`src/rtl/uart_pkg.sv`:
```
// rtl/uart_pkg.sv - shared UART constants, receive FSM encoding and parity helper
// Purpose: single source for parity mode codes, state encoding and the parity
//          function used by both the UART transmitter and receiver.
// Ports:   none (package).
package uart_pkg;

  localparam int PARITY_NONE = 0;
  localparam int PARITY_ODD  = 1;
  localparam int PARITY_EVEN = 2;

  localparam logic [2:0] ST_IDLE  = 3'd0;
  localparam logic [2:0] ST_START = 3'd1;
  localparam logic [2:0] ST_DATA  = 3'd2;
  localparam logic [2:0] ST_PAR   = 3'd3;
  localparam logic [2:0] ST_STOP  = 3'd4;

  // Expected parity bit for a word. Narrower words are zero-extended by the
  // caller; zero padding does not change the XOR.
  function automatic logic parity_bit(input logic [8:0] word, input int mode);
    logic x;
    x = ^word;
    case (mode)
      PARITY_ODD:  parity_bit = ~x;
      PARITY_EVEN: parity_bit = x;
      default:     parity_bit = 1'b0;
    endcase
  endfunction

endpackage

```
`src/rtl/uart_rx_framer_if.sv`:
```
// rtl/uart_rx_framer_if.sv - received-word handshake bundle between framer and consumer
// Purpose: carries the held word, its status flags and the consumer ack.
// Signals: data, data_valid, parity_err, frame_err, overrun (framer -> consumer),
//          data_ack (consumer -> framer).
interface uart_rx_framer_if #(
  parameter int BITS = 8
);
  logic [BITS-1:0] data;
  logic            data_valid;
  logic            data_ack;
  logic            parity_err;
  logic            frame_err;
  logic            overrun;

  modport master (
    output data, data_valid, parity_err, frame_err, overrun,
    input  data_ack
  );

  modport slave (
    input  data, data_valid, parity_err, frame_err, overrun,
    output data_ack
  );
endinterface

```
`src/rtl/uart_rx_sync.sv`:
```
// rtl/uart_rx_sync.sv - two-flop synchroniser and falling-edge detector for rx
// Purpose: the only logic that touches the asynchronous rx pin.
// Ports:   clk, rst (async active-low), rx (async line in),
//          rx_s (synchronised line), fall (rx_s went high -> low this cycle).
module uart_rx_sync (
  input  logic clk,
  input  logic rst,
  input  logic rx,
  output logic rx_s,
  output logic fall
);
  logic meta_q;
  logic sync_q;
  logic prev_q;

  // Flops reset to the idle level, so a line already low at reset release
  // is seen as one falling edge.
  always_ff @(posedge clk or negedge rst) begin
    if (!rst) begin
      meta_q <= 1'b1;
      sync_q <= 1'b1;
      prev_q <= 1'b1;
    end else begin
      meta_q <= rx;
      sync_q <= meta_q;
      prev_q <= sync_q;
    end
  end

  assign rx_s = sync_q;
  assign fall = prev_q & ~sync_q;
endmodule

```
`src/rtl/uart_rx_framer.sv`:
```
// rtl/uart_rx_framer.sv - UART receive framer with one-deep holding register
// Purpose: finds start bits, samples data/parity/stop at mid-bit and hands each
//          word to the consumer with parity, framing and overrun status.
// Ports:   clk, rst (async active-low), rx (serial line, idle high),
//          busy (FSM not idle), bus (uart_rx_framer_if master: data, data_valid,
//          data_ack, parity_err, frame_err, overrun).
module uart_rx_framer
  import uart_pkg::*;
#(
  parameter int BITS         = 8,
  parameter int STOPBITS     = 1,
  parameter int PARITY       = 2,
  parameter int CLKS_PER_BIT = 16
) (
  input  logic                  clk,
  input  logic                  rst,
  input  logic                  rx,
  output logic                  busy,
  uart_rx_framer_if.master      bus
);
  localparam int               CNT_W     = $clog2(CLKS_PER_BIT);
  localparam logic [CNT_W-1:0] HALF_M1   = CNT_W'(CLKS_PER_BIT / 2 - 1);
  localparam logic [CNT_W-1:0] FULL_M1   = CNT_W'(CLKS_PER_BIT - 1);
  localparam logic [3:0]       LAST_DATA = 4'(BITS - 1);
  localparam logic [3:0]       LAST_STOP = 4'(STOPBITS - 1);

  logic            rx_s;
  logic            fall;

  logic [2:0]      state_q, state_d;
  logic [CNT_W-1:0] cnt_q, cnt_d;
  logic [3:0]      bitn_q, bitn_d;
  logic [BITS-1:0] shift_q, shift_d;
  logic            perr_q, perr_d;     // pending flags of the frame in flight
  logic            ferr_q, ferr_d;
  logic [BITS-1:0] data_q, data_d;
  logic            valid_q, valid_d;
  logic            perr_out_q, perr_out_d;
  logic            ferr_out_q, ferr_out_d;
  logic            ovr_q, ovr_d;
  logic            commit;
  logic            ack;
  logic            tick;

  uart_rx_sync u_sync (
    .clk  (clk),
    .rst  (rst),
    .rx   (rx),
    .rx_s (rx_s),
    .fall (fall)
  );

  assign tick = (cnt_q == FULL_M1);
  assign ack  = bus.data_ack & valid_q;

  always_comb begin
    state_d    = state_q;
    cnt_d      = cnt_q;
    bitn_d     = bitn_q;
    shift_d    = shift_q;
    perr_d     = perr_q;
    ferr_d     = ferr_q;
    data_d     = data_q;
    valid_d    = valid_q;
    perr_out_d = perr_out_q;
    ferr_out_d = ferr_out_q;
    ovr_d      = ovr_q;
    commit     = 1'b0;

    case (state_q)
      ST_IDLE: begin
        if (fall) begin
          state_d = ST_START;
          cnt_d   = '0;
          bitn_d  = '0;
          perr_d  = 1'b0;
          ferr_d  = 1'b0;
        end
      end
      ST_START: begin
        // Re-check the line half a bit in; a high level means a glitch.
        if (cnt_q == HALF_M1) begin
          cnt_d   = '0;
          state_d = rx_s ? ST_IDLE : ST_DATA;
        end else begin
          cnt_d = cnt_q + 1'b1;
        end
      end
      ST_DATA: begin
        if (tick) begin
          cnt_d   = '0;
          shift_d = {rx_s, shift_q[BITS-1:1]};
          if (bitn_q == LAST_DATA) begin
            bitn_d  = '0;
            state_d = (PARITY != PARITY_NONE) ? ST_PAR : ST_STOP;
          end else begin
            bitn_d = bitn_q + 1'b1;
          end
        end else begin
          cnt_d = cnt_q + 1'b1;
        end
      end
      ST_PAR: begin
        if (tick) begin
          cnt_d   = '0;
          perr_d  = rx_s != parity_bit(9'(shift_q), PARITY);
          state_d = ST_STOP;
        end else begin
          cnt_d = cnt_q + 1'b1;
        end
      end
      ST_STOP: begin
        if (tick) begin
          cnt_d = '0;
          if (!rx_s) ferr_d = 1'b1;
          // Leave at mid-stop so a back-to-back start edge is not missed.
          if (bitn_q == LAST_STOP) begin
            commit  = 1'b1;
            bitn_d  = '0;
            state_d = ST_IDLE;
          end else begin
            bitn_d = bitn_q + 1'b1;
          end
        end else begin
          cnt_d = cnt_q + 1'b1;
        end
      end
      default: state_d = ST_IDLE;
    endcase

    // Holding register: a commit only lands if the slot is free or being
    // freed this cycle; otherwise the new word is dropped and flagged.
    if (commit && (!valid_q || ack)) begin
      data_d     = shift_q;
      perr_out_d = perr_d;
      ferr_out_d = ferr_d;
      valid_d    = 1'b1;
      if (ack) ovr_d = 1'b0;
    end else if (commit) begin
      ovr_d = 1'b1;
    end else if (ack) begin
      valid_d    = 1'b0;
      perr_out_d = 1'b0;
      ferr_out_d = 1'b0;
      ovr_d      = 1'b0;
    end
  end

  always_ff @(posedge clk or negedge rst) begin
    if (!rst) begin
      state_q    <= ST_IDLE;
      cnt_q      <= '0;
      bitn_q     <= '0;
      shift_q    <= '0;
      perr_q     <= 1'b0;
      ferr_q     <= 1'b0;
      data_q     <= '0;
      valid_q    <= 1'b0;
      perr_out_q <= 1'b0;
      ferr_out_q <= 1'b0;
      ovr_q      <= 1'b0;
    end else begin
      state_q    <= state_d;
      cnt_q      <= cnt_d;
      bitn_q     <= bitn_d;
      shift_q    <= shift_d;
      perr_q     <= perr_d;
      ferr_q     <= ferr_d;
      data_q     <= data_d;
      valid_q    <= valid_d;
      perr_out_q <= perr_out_d;
      ferr_out_q <= ferr_out_d;
      ovr_q      <= ovr_d;
    end
  end

  assign busy           = (state_q != ST_IDLE);
  assign bus.data       = data_q;
  assign bus.data_valid = valid_q;
  assign bus.parity_err = perr_out_q;
  assign bus.frame_err  = ferr_out_q;
  assign bus.overrun    = ovr_q;
endmodule

```
`src/flat_wrapper.sv`:
```
// flat-port wrapper written by rule: the top's interface ports become plain ports
module uart_rx_framer_flat import uart_pkg::*;
#(
  parameter int BITS         = 8,
  parameter int STOPBITS     = 1,
  parameter int PARITY       = 2,
  parameter int CLKS_PER_BIT = 16
)
  (clk, rst, rx, busy, bus_data, bus_data_valid, bus_parity_err, bus_frame_err, bus_overrun, bus_data_ack);
  uart_rx_framer_if #(.BITS(BITS)) bus_i ();
  input  logic clk;
  input  logic rst;
  input  logic rx;
  output logic busy;
  output wire logic [$bits(bus_i.data)-1:0] bus_data;
  output wire logic [$bits(bus_i.data_valid)-1:0] bus_data_valid;
  output wire logic [$bits(bus_i.parity_err)-1:0] bus_parity_err;
  output wire logic [$bits(bus_i.frame_err)-1:0] bus_frame_err;
  output wire logic [$bits(bus_i.overrun)-1:0] bus_overrun;
  input wire logic [$bits(bus_i.data_ack)-1:0] bus_data_ack;
  assign bus_data = bus_i.data;
  assign bus_data_valid = bus_i.data_valid;
  assign bus_parity_err = bus_i.parity_err;
  assign bus_frame_err = bus_i.frame_err;
  assign bus_overrun = bus_i.overrun;
  assign bus_i.data_ack = bus_data_ack;
  uart_rx_framer #(.BITS(BITS), .STOPBITS(STOPBITS), .PARITY(PARITY), .CLKS_PER_BIT(CLKS_PER_BIT)) u_core (.clk(clk), .rst(rst), .rx(rx), .busy(busy), .bus(bus_i));
endmodule
```
`config.mk`:
```
export PLATFORM = sky130hd
export DESIGN_NAME = uart_rx_framer_flat
export DESIGN_NICKNAME = d
export VERILOG_FILES = /design/src/rtl/uart_pkg.sv /design/src/rtl/uart_rx_framer_if.sv /design/src/rtl/uart_rx_sync.sv /design/src/rtl/uart_rx_framer.sv /design/src/flat_wrapper.sv
export SDC_FILE = /design/constraint.sdc
export NUM_CORES = 1
export LEC_CHECK = 0
export ABC_AREA = 1
export CELL_PAD_IN_SITES_DETAIL_PLACEMENT = 0
export CELL_PAD_IN_SITES_GLOBAL_PLACEMENT = 1
export CORE_MARGIN = 8
export CORE_UTILIZATION = 46
export DETAILED_ROUTE_END_ITERATION = 10
export HOLD_SLACK_MARGIN = 0.02
export MAX_ROUTING_LAYER = met4
export PLACE_DENSITY_LB_ADDON = 0.1
export SLEW_MARGIN = 5
export SYNTH_ARGS = -nofsm -noshare
export SYNTH_HDL_FRONTEND = slang
export SYNTH_HIERARCHICAL = 1
export SYNTH_SLANG_ARGS = --single-unit
```
`constraint.sdc`:
```
create_clock -name clk -period 4.4 [get_ports clk]
set_input_delay 0.66 -clock clk [delete_from_list [all_inputs] [get_ports clk]]
set_output_delay 0.66 -clock clk [all_outputs]
set_load 0.005 [all_outputs]
```
==> results of run 1 <==
## cell type report
cell class / instances / area share, %
tap: 50 / 2.90
clock buffer: 6 / 3.83
inverter: 35 / 6.09
multi-input combinational: 139 / 36.8
clock inverter: 2 / 0.638
sequential: 36 / 42.0
timing repair buffer: 17 / 7.78
## kinds of logic (layout without fill, tap and decap cells)
group,after synthesis,in the layout
adder cells (fa/ha/maj),3,3
AND/OR/NAND/NOR,96,96
flip-flops,36,36
buffers and inverters,37,60
XOR/XNOR,4,4
AO/OA/AOI/OAI,36,36
## per-stage QoR
step                utilization [%]  hold WS (ps)
finish                         54.7           357
global route                   54.7           366
CTS                            54.7           358
detailed placement             52.2           347
global placement               52.2           346
floorplan                         -           345
## sequential cells by signal, summed over array words and instances, names as in the netlist
register	flops
u_core/bus.data	8
u_core/shift_q	8
u_core/bitn_q	4
u_core/cnt_q	4
u_core/state_q	3
u_core/bus.data_valid	1
u_core/bus.frame_err	1
u_core/bus.overrun	1
u_core/bus.parity_err	1
u_core/ferr_q	1
u_core/perr_q	1
u_core/u_sync/meta_q	1
u_core/u_sync/prev_q	1
u_core/u_sync/rx_s	1
## critical path: cells and delay by family, from the launching register on
| kind | cells | cell delay (ps) |
|---|---|---|
| flip-flops | 1 | 450 |
| AND/OR/NAND/NOR | 2 | 390 |
| buffers and inverters | 1 | 460 |
## metal layers
layer	share of wire (%)	global-route usage (%)	vias up
met5	0	-	-
met4	0.92	5.19	0
met3	4.5	2.82	4
met2	47	18.6	20
met1	47	14.8	649
li1	-	-	721
## power groups by stage
stage / logic (mW) / clock network [mW] / registers, mW
floorplan: 0.224 / 0 / 0.412
global placement: 0.284 / 0 / 0.418
detailed placement: 0.291 / 0 / 0.420
CTS: 0.293 / 0.256 / 0.414
global route: 0.333 / 0.268 / 0.421
finish: 0.288 / 0.245 / 0.415
## worst max-delay path by stage
stage,from,end,slack [ps],cells after the start
2_1_floorplan,u_core/cnt_q[0],u_core/state_q[2],2830,7
3_3_place_gp,u_core/state_q[1],busy,2460,3
3_5_place_dp,bus_data_ack,u_core/bus.parity_err,2450,7
4_1_cts,u_core/state_q[1],busy,2130,3
5_1_grt,u_core/state_q[1],busy,2050,3
6_report,u_core/state_q[1],busy,2150,3
## placed cells by master, fill, tap and decap left out, types with 2 or more instances in the layout
cell type,count
nor2_2,3
o21ai_2,10
nand2_2,2
nand3_1,15
dfrtp_1,33
nor3_1,2
nor2_8,2
inv_2,3
nand2_4,2
a22oi_1,2
o21ai_0,16
inv_1,31
xor2_1,3
clkbuf_8,6
dfstp_2,3
a21oi_1,4
ha_1,3
nor2_1,7
nand2_1,57
nor2_4,2
clkdlybuf4s50_1,16
==> results.sh, run 1 <==
export IMPL_synth_cell_types=31
export IMPL_start_kind="flop"
export IMPL_gp_congestion=0.844
export IMPL_clock_path_buffers=2
export IMPL_tns_ps=0
export IMPL_max_freq_mhz=445
export IMPL_drt_initial_drc_count=76
export IMPL_syn_cell_area_sq_um=1840
export IMPL_die_w_um=79.3
export IMPL_outcome="finished clean"
export IMPL_rsz0062_at_grt="false"
export IMPL_ys_ff_latch=36
export IMPL_min_to="u_core/u_sync/rx_s"
export IMPL_finClkSkew_ps=5.82
export IMPL_max_stage_delay_ps=460
export IMPL_post_cts_setup_buffers=0
export IMPL_critPathRequiredTime_ps=3740
export IMPL_layout_nets=241
export IMPL_yosysSeqAreaShare_pct=49.1
export IMPL_p_leak_nw=1.04
export IMPL_reg2regPathDepth=9
export IMPL_synth_top_area_share_pct=44.8
export IMPL_max_vdd_ir_drop_v=0.000253
export IMPL_combPwrFrac_pct=30.4
export IMPL_synth_simple_area_share_pct=26.3
export IMPL_ctsResizeCount=0
export IMPL_drive_gt1_share_pct=17.0
export IMPL_r2r_start="u_core/cnt_q[0]"
export IMPL_stdcell_count=285
export IMPL_syn_to_final_growth_pct=16.9
export IMPL_via_per_inst=4.89
export IMPL_multi_input_area_sq_um=793
export IMPL_hold_path_class="reg2reg"
export IMPL_port_buffers=16
export IMPL_slew_headroom_pct=70.1
export IMPL_wl_per_cell_um=11.8
export IMPL_clkTransAtPathRegs_ps=70
export IMPL_synthTopCellsByArea="dfrtp_1 45%, nand2_1 12%, inv_1 6.3%"
export IMPL_start_util_pct=46.8
export IMPL_fp_coreArea_sq_um=3940
export IMPL_clkLatencyLatePin_ps=280
export IMPL_p_per_area_nw_per_um2=439
export IMPL_synth_edff_count=0
export IMPL_die_area_sq_um=6290
export IMPL_synth_compound_area_share_pct=12.8
export IMPL_diodes=0
export IMPL_cts_tree="yes"
export IMPL_path_cells="nor2_2 > nand2_1 > clkdlybuf4s50_1"
export IMPL_synth_common_cells="57 x nand2_1, 33 x dfrtp_1, 31 x inv_1"
export IMPL_ff_latch_area_sq_um=905
export IMPL_postRouteAntennaNets=0
export IMPL_first_pass_iters=4
export IMPL_rows=23
export IMPL_dpl_cell_count=277
export IMPL_rr_endpoint="u_core/bus.parity_err"
export IMPL_syn_nets=219
export IMPL_cts_root_buffer="clkbuf_8"
export IMPL_synthMostInstantiatedCell="nand2_1"
export IMPL_hold_depth=0
export IMPL_grt_max_degree=37
export IMPL_maxCapViolations=0
export IMPL_synth_largest_area_cell="dfrtp_1"
export IMPL_p_sw_uw=344
export IMPL_p_int_uw=603
export IMPL_maxSlewViolCount=0
export IMPL_wl_mm=3.36
export IMPL_num_io_pins=17
export IMPL_syn_inst=212
export IMPL_sw_frac_of_total_pct=36.3
export IMPL_track_usage_pct=12.1
export IMPL_synthXorXnorAreaFrac_pct=1.90
export IMPL_synth_fa_ha_area_share_pct=2.04
export IMPL_muxShareOfSynthArea_pct=0
export IMPL_dp_hpwl_mm=2.53
export IMPL_clock_sinks=36
export IMPL_design_area_sq_um=2160
export IMPL_holdBufCountCts=0
export IMPL_antenna_found_initial=0
export IMPL_period_minus_slack_ps=2250
export IMPL_crit_slowest_cell="clkdlybuf4s50_1"
export IMPL_synth_ff_type="dfrtp_1"
export IMPL_worstMarginPinSlew_ps=446
export IMPL_grt_pass1_vias=1342
export IMPL_grt_pass1_wl_mm=5.91
export IMPL_syn_avg_cell_area_sq_um=8.70
export IMPL_cts_max_level=2
export IMPL_min_delay_start="u_core/u_sync/meta_q"
export IMPL_post_route_period_util_pct=51.1
export IMPL_fillers=356
export IMPL_arrival_ps=1590
export IMPL_end_kind="output pin"
export IMPL_route_detailed_drc=0
export IMPL_setup_viol=0
export IMPL_pre_cts_ws_ps=2450
export IMPL_async_reset_ff_share_pct=100
export IMPL_power_share_sequential_pct=43.8
export IMPL_total_power_uw=947
export IMPL_die_h_um=79.3
export IMPL_place_area_sq_um=2060
export IMPL_yosysWarnings=6
export IMPL_hold_viol=0
export IMPL_numCtsBuffers=5
export IMPL_ff2ff_setup_slack_ps=2550
export IMPL_setup_slack_ps=2150
export IMPL_power_frac_clock_pct=25.8
export IMPL_vias=1394
export IMPL_critPathKind="reg2out"
export IMPL_path_max_fanout=5
export IMPL_grt_remaining_overflow=0
export IMPL_synth_top_family_by_area="simple AND/OR/NAND/NOR gates"
No activity file was read; power rests on OpenSTA's default activity.
==> run 2: changes to the inputs <==
Settings changed: CORE_UTILIZATION 46 to 43.
Clock period 4.4 ns to 2.07 ns, I/O delays scaled along.
==> results.sh, run 2 (same netlist as run 1, synthesis figures left out) <==
export IMPL_outcome="finished clean"
export IMPL_ff_latch_area_sq_um=905
export IMPL_cts_root_buffer="clkbuf_8"
export IMPL_clock_sinks=36
export IMPL_finClkSkew_ps=3.01
export IMPL_p_per_area_nw_per_um2=929
export IMPL_vias=1382
export IMPL_max_freq_mhz=523
export IMPL_first_pass_iters=4
export IMPL_die_area_sq_um=6640
export IMPL_drt_initial_drc_count=49
export IMPL_period_minus_slack_ps=1910
export IMPL_clkLatencyLatePin_ps=280
export IMPL_final_cell_mix="57 x nand2_1, 33 x dfrtp_1, 31 x inv_1"
export IMPL_numCtsBuffers=5
export IMPL_worstMarginPinSlew_ps=457
export IMPL_layout_nets=241
export IMPL_start_kind="flop"
export IMPL_hold_viol=0
export IMPL_path_max_fanout=5
export IMPL_postRouteAntennaNets=0
export IMPL_clkTransAtPathRegs_ps=70
export IMPL_dp_hpwl_mm=2.73
export IMPL_slew_headroom_pct=69.5
export IMPL_reg2regPathDepth=9
export IMPL_antenna_found_initial=0
export IMPL_grt_pass1_vias=1449
export IMPL_grt_remaining_overflow=0
export IMPL_stdcell_count=287
export IMPL_setup_viol=0
export IMPL_ctsResizeCount=0
export IMPL_maxSlewViolCount=0
export IMPL_post_route_period_util_pct=92.4
export IMPL_route_detailed_drc=0
export IMPL_maxCapViolations=0
export IMPL_port_buffers=16
export IMPL_tns_ps=0
export IMPL_critPathKind="reg2out"
export IMPL_via_per_inst=4.82
export IMPL_max_vdd_ir_drop_v=0.000428
export IMPL_end_kind="output pin"
export IMPL_rr_endpoint="u_core/bus.parity_err"
export IMPL_drive_gt1_share_pct=16.2
export IMPL_total_power_mw=2.00
export IMPL_wl_per_cell_um=12.7
export IMPL_layout_cells_most_common="nand2_1"
export IMPL_die_w_um=81.5
export IMPL_wl_mm=3.63
export IMPL_multi_input_area_sq_um=793
export IMPL_grt_max_degree=37
export IMPL_cts_max_level=2
export IMPL_fillers=406
export IMPL_cts_tree="yes"
export IMPL_track_usage_pct=12.9
export IMPL_r2r_start="u_core/cnt_q[0]"
export IMPL_critPathRequiredTime_ps=1760
export IMPL_start_util_pct=43.6
export IMPL_hold_path_class="reg2reg"
export IMPL_crit_end="busy"
export IMPL_rows=24
export IMPL_num_io_pins=17
export IMPL_die_h_um=81.5
export IMPL_diodes=0
export IMPL_gp_congestion=0.846
export IMPL_arrival_ps=1600
export IMPL_critPathLaunch="u_core/state_q[1]"
export IMPL_syn_to_final_growth_pct=16.7
export IMPL_ff2ff_setup_slack_ps=250
export IMPL_rsz0062_at_grt="false"
export IMPL_fp_coreArea_sq_um=4230
export IMPL_p_leak_nw=1.03
export IMPL_grt_pass1_wl_mm=6.41
export IMPL_post_cts_setup_buffers=0
export IMPL_holdBufCountCts=0
export IMPL_clock_path_buffers=2
export IMPL_dpl_cell_count=279
[run 2: changes by cell type in the layout (fill, tap and decap cells not counted), sizes merged]
cell	change
clkbuf	+2
inv	-1
clkinv	-1
[run 2: how the worst min path moves through the flow]
stage                               from                  to  slack, ps  cells past startpoint
floorplan                            rst    u_core/bitn_q[0]         10                      0
global placement    u_core/u_sync/meta_q  u_core/u_sync/rx_s        350                      0
detailed placement  u_core/u_sync/meta_q  u_core/u_sync/rx_s        360                      0
CTS                 u_core/u_sync/meta_q  u_core/u_sync/rx_s        370                      0
global route        u_core/u_sync/meta_q  u_core/u_sync/rx_s        370                      0
finish              u_core/u_sync/meta_q  u_core/u_sync/rx_s        360                      0
[run 2: per-layer routing]
layer  global-route usage, %  routed length [um]
met5                       -                   0
met4                    4.82                  36
met3                    4.16                 157
met2                    22.0                1920
met1                    13.7                1520
[run 2: area by class of cell]
cell class | instances | area share (%)
inverter | 35 | 6.10
multi-input combinational | 139 | 36.9
tap | 52 | 3.02
timing repair buffer | 17 | 7.79
sequential | 36 | 42.0
clock buffer | 8 | 4.19
[run 2: stage by stage]
stage / hold slack [ps] / setup WS (ps) / utilization, % / cell area (sq um)
2_1_floorplan: 14.9 / 502 / - / 1840
3_3_place_gp: 346 / 306 / 48.7 / 2060
3_5_place_dp: 356 / 241 / 48.7 / 2060
4_1_cts: 366 / 142 / 50.8 / 2150
5_1_grt: 367 / 76.0 / 50.8 / 2150
6_report: 362 / 157 / 50.8 / 2150
[run 2: worst max-delay path, cell delays in order (launching register included)]
cell and delay [ps]:
dfrtp_1 460, nor2_2 280, nand2_1 130, clkdlybuf4s50_1 470
[run 2: power by group]
group / switching [mW] / internal, mW / leakage [nW]
sequential: 0.0999 / 0.781 / 0.485
combinational: 0.384 / 0.229 / 0.505
clock: 0.234 / 0.271 / 0.0455
total: 0.718 / 1.28 / 1.03
==> run 3: changes to the inputs <==
Settings changed: CORE_UTILIZATION 43 to 40, PLACE_DENSITY from default to 0.72, PLACE_DENSITY_LB_ADDON 0.1 to default.
==> results.sh, run 3 (same netlist as run 1, synthesis figures left out) <==
export IMPL_die_area_sq_um=7040
export IMPL_via_per_inst=4.76
export IMPL_cts_max_level=2
export IMPL_total_power_mw=2.09
export IMPL_critPathRequiredTime_ps=1760
export IMPL_ff2ff_setup_slack_ps=270
export IMPL_numCtsBuffers=5
export IMPL_max_vdd_ir_drop_v=0.000565
export IMPL_clkLatencyLatePin_ps=280
export IMPL_maxCapViolations=0
export IMPL_rsz0062_at_grt="false"
export IMPL_track_usage_pct=10.9
export IMPL_num_io_pins=17
export IMPL_hold_viol=0
export IMPL_worstMarginPinSlew_ps=821
export IMPL_die_w_um=83.9
export IMPL_route_detailed_drc=0
export IMPL_first_pass_iters=4
export IMPL_design_area_sq_um=2160
export IMPL_period_minus_slack_ps=1890
export IMPL_clock_sinks=36
export IMPL_fp_coreArea_sq_um=4410
export IMPL_max_freq_mhz=528
export IMPL_multi_input_area_sq_um=793
export IMPL_tns_ps=0
export IMPL_syn_to_final_growth_pct=17.0
export IMPL_post_cts_setup_buffers=0
export IMPL_diodes=0
export IMPL_reg2regPathDepth=9
export IMPL_fillers=429
export IMPL_post_route_period_util_pct=91.5
export IMPL_holdBufCountCts=0
export IMPL_arrival_ps=1580
export IMPL_antenna_found_initial=0
export IMPL_start_kind="flop"
export IMPL_critPathKind="reg2out"
export IMPL_p_per_area_nw_per_um2=970
export IMPL_start_util_pct=41.8
export IMPL_gp_congestion=0.782
export IMPL_place_area_sq_um=2050
export IMPL_ctsResizeCount=0
export IMPL_p_leak_nw=1.04
export IMPL_dp_hpwl_mm=2.51
export IMPL_grt_max_degree=37
export IMPL_cts_tree="yes"
export IMPL_clkTransAtPathRegs_ps=70
export IMPL_final_cell_mix="57 x nand2_1, 33 x dfrtp_1, 31 x inv_1"
export IMPL_clock_path_buffers=2
export IMPL_slew_headroom_pct=45.2
export IMPL_layout_nets=240
export IMPL_layout_cells_most_common="nand2_1"
export IMPL_rows=24
export IMPL_rr_endpoint="u_core/bus.parity_err"
export IMPL_grt_remaining_overflow=0
export IMPL_drive_gt1_share_pct=16.7
export IMPL_hold_path_class="in2async"
export IMPL_end_kind="output pin"
export IMPL_maxSlewViolCount=0
export IMPL_path_max_fanout=5
export IMPL_ff_latch_area_sq_um=905
export IMPL_port_buffers=16
export IMPL_finClkSkew_ps=7.91
export IMPL_die_h_um=83.9
export IMPL_setup_viol=0
export IMPL_drt_initial_drc_count=43
export IMPL_outcome="finished clean"
export IMPL_grt_pass1_wl_mm=6.04
export IMPL_cts_root_buffer="clkbuf_8"
export IMPL_grt_pass1_vias=1300
export IMPL_postRouteAntennaNets=0
export IMPL_wl_per_cell_um=12.0
export IMPL_r2r_start="u_core/cnt_q[0]"
export IMPL_vias=1361
export IMPL_wl_mm=3.42
-- run 3: cell count changes in the layout (fill, tap and decap cells not counted), sizes merged --
| cell | previous run | this run |
|---|---|---|
| clkdlybuf4s50 | 16 | 15 |
| clkinv | 1 | 2 |
| bufinv | 0 | 1 |
| clkbuf | 8 | 6 |
-- run 3: routing by layer --
| metal | vias to the layer above | routed length [um] | share of wire (%) | GRT usage, % |
|---|---|---|---|---|
| met3 | 2 | 139 | 4.1 | 3.52 |
| met5 | - | 0 | 0 | - |
| li1 | 710 | - | - | - |
| met4 | 0 | 47 | 1.4 | 5.18 |
| met1 | 626 | 1810 | 53 | 14.2 |
| met2 | 23 | 1420 | 42 | 14.9 |
-- run 3: critical path, stage by stage (launching register included) --
cell and delay, ps:
dfrtp_1 460, nor2_2 270, nand2_1 120, clkdlybuf4s50_1 460
-- run 3: power breakdown --
part           total, mW  internal (mW)  switching [mW]
Combinational      0.611          0.227           0.384
Sequential         0.881          0.781          0.0994
Clock              0.600          0.357           0.242
Total               2.09           1.37           0.726
-- run 3: final cells by class --
class / count / area share [%]
Tap cell: 52 / 3.02
Clock buffer: 6 / 3.36
Multi-Input combinational cell: 139 / 36.8
Sequential cell: 36 / 41.9
Timing Repair Buffer: 16 / 7.19
Clock inverter: 2 / 1.62
Inverter: 35 / 6.09
-- run 3: stage by stage --
stage                     util [%]  hold WS (ps)  std cells  setup slack [ps]
after floorplan                  -          14.9        212               502
after global placement        46.4           346        278               306
after detailed placement      46.4           349        278               268
after CTS                     48.9           136        286               153
after global routing          48.9           174        286              94.2
final                         48.9           119        286               177
-- run 3: worst max path at each step --
stage,slack [ps],cells after the start,startpoint,end
2_1_floorplan,500,7,u_core/cnt_q[0],u_core/state_q[2]
3_3_place_gp,310,9,u_core/cnt_q[0],u_core/bus.parity_err
3_5_place_dp,270,9,u_core/cnt_q[0],u_core/bus.parity_err
4_1_cts,150,3,u_core/state_q[1],busy
5_1_grt,90,9,u_core/cnt_q[0],u_core/bus.parity_err
6_report,180,3,u_core/state_q[1],busy
==> RTL change, RTL diff (config.mk and constraints of run 3) <==
Take the reset off `shift_q` and `data_q` and load them in a clocked block of their own.
--- a/src/rtl/uart_rx_framer.sv
+++ b/src/rtl/uart_rx_framer.sv
@@ -153,6 +153,4 @@
       bitn_q     <= '0;
-      shift_q    <= '0;
       perr_q     <= 1'b0;
       ferr_q     <= 1'b0;
-      data_q     <= '0;
       valid_q    <= 1'b0;
@@ -165,6 +163,4 @@
       bitn_q     <= bitn_d;
-      shift_q    <= shift_d;
       perr_q     <= perr_d;
       ferr_q     <= ferr_d;
-      data_q     <= data_d;
       valid_q    <= valid_d;
@@ -174,2 +170,7 @@
     end
+  end
+
+  always_ff @(posedge clk) begin
+    shift_q <= shift_d;
+    data_q  <= data_d;
   end
Check against the original RTL: same outputs for any inputs over 10 cycles, from zero or initial values and one cycle with rst low; that may be too few to reach the edited logic, so the function may still have changed.
==> RTL change against run 3 <==
- cell area is 6.1% lower
- sequential cell count stayed put
- combinational power decreased by 9.5%
- total power decreased by 8.3%
- clock skew shrank 0.0026 ns
- wire length down 9.7%
- first-iteration DRC count increased by 28%
- sequential power rose by 2.6%
- worst setup slack improved by 0.047 ns
- synthesized area is 8.3% lower
- highest routed layer unchanged
- cell count shrank 11%
==> RTL change: results (changes against run 3) <==
status=complete, no violations; largest cells by area after synthesis=edfxtp_1 (28%), dfrtp_1 (25%), nand2_1 (10%); reg2reg end=u_core/bitn_q[0]; Worst VDD drop=546 uV (-3.4%); Final nets=210 (-13%); I/O Buffers=16 (unchanged); Signal buffers=20 (+4); Fillers=385 (-10%); Power, Total=1.92 mW (-8.3%); share of cells above drive strength 1=12.7% (-3.9 points); slew margin rel.=70.4% (+25 points); area growth from synthesis to layout=19.7%; most frequent cells after synthesis=nand2_1 (46), inv_1 (27), dfrtp_1 (17), edfxtp_1 (16), nand3_1 (12); Syn Nets=183 (-16%); crit path DAT=1.54 ns (-0.04 ns); seq pwr=0.904 mW (+2.6%); Placed Instances=246 (-12%); HP Class=reg -> reg; sequential share of the synthesized area=58.2% (+9.2 points); largest net degree at the start of global routing=21 (-43%); mean cell area of the mapped netlist=9.61 sq um (+10%); 1st-iter DRT viols=55 (+28%); first-pass GRT wire length=5240 um (-13%); final instance area=2020 sq um (-6.1%); Post-Route WL=3090 um (-9.7%); WL/cell=12.2 um (+1.7%); GPL Wtd Cong=0.835 (+6.7%); worst clock skew=0.00529 ns (-0.00262 ns); Critical Path Fanout Max=7 (+2); Layout clock area frac=3.96% (-1.0 points); pre-CTS WS=0.426 ns (+0.157 ns); Clk. pwr=0.459 mW (-23%); DP Area=1940 sq um (-5.1%); detailed placer's ending HPWL=2300 um (-8.4%); LEAKAGE=0.904 nW (-13%); R2R cell count=8 (-1); multi-input combinational area share=29.2% (-7.6 points); fraction of area in registers=48.6% (+6.7 points); vias=1,223 (-10%); Total GRT Usage=10.9% (-0.063 points); Post-synth ARST share=55.6% (-44 points); Net Sw Frac=34.3% (-0.40 points); inverter count=31 (-11%); signal buffers share of area=9.39% (+2.2 points); number of multi-input logic gates=109 (-22%)
-- RTL change: kinds of logic after synthesis --
| group | after synthesis | synth area share, % |
|---|---|---|
| AND/OR/NAND/NOR | 79 | 21.6 |
| flip-flops | 36 | 58.2 |
| buffers and inverters | 31 | 6.88 |
| AO/OA/AOI/OAI | 23 | 9.02 |
| XOR/XNOR | 4 | 2.07 |
| adder cells (fa/ha/maj) | 3 | 2.22 |
-- RTL change: routing by layer --
metal,global-route usage [%],wire [um],vias up
met1,12.5,1450,567
met5,-,0,-
met4,5.36,63,0
met2,16.5,1410,21
met3,3.75,167,6
li1,-,-,629
-- RTL change: how the worst max path moves through the flow --
stage                    endpoint  cells after the start  slack (ns)
5_1_grt                      busy                      3        0.13
3_3_place_gp   u_core/bus.data[7]                      4        0.44
6_report                     busy                      3        0.22
2_1_floorplan  u_core/bus.data[0]                      3        0.25
3_5_place_dp   u_core/bus.data[0]                      4        0.43
4_1_cts                      busy                      3        0.21
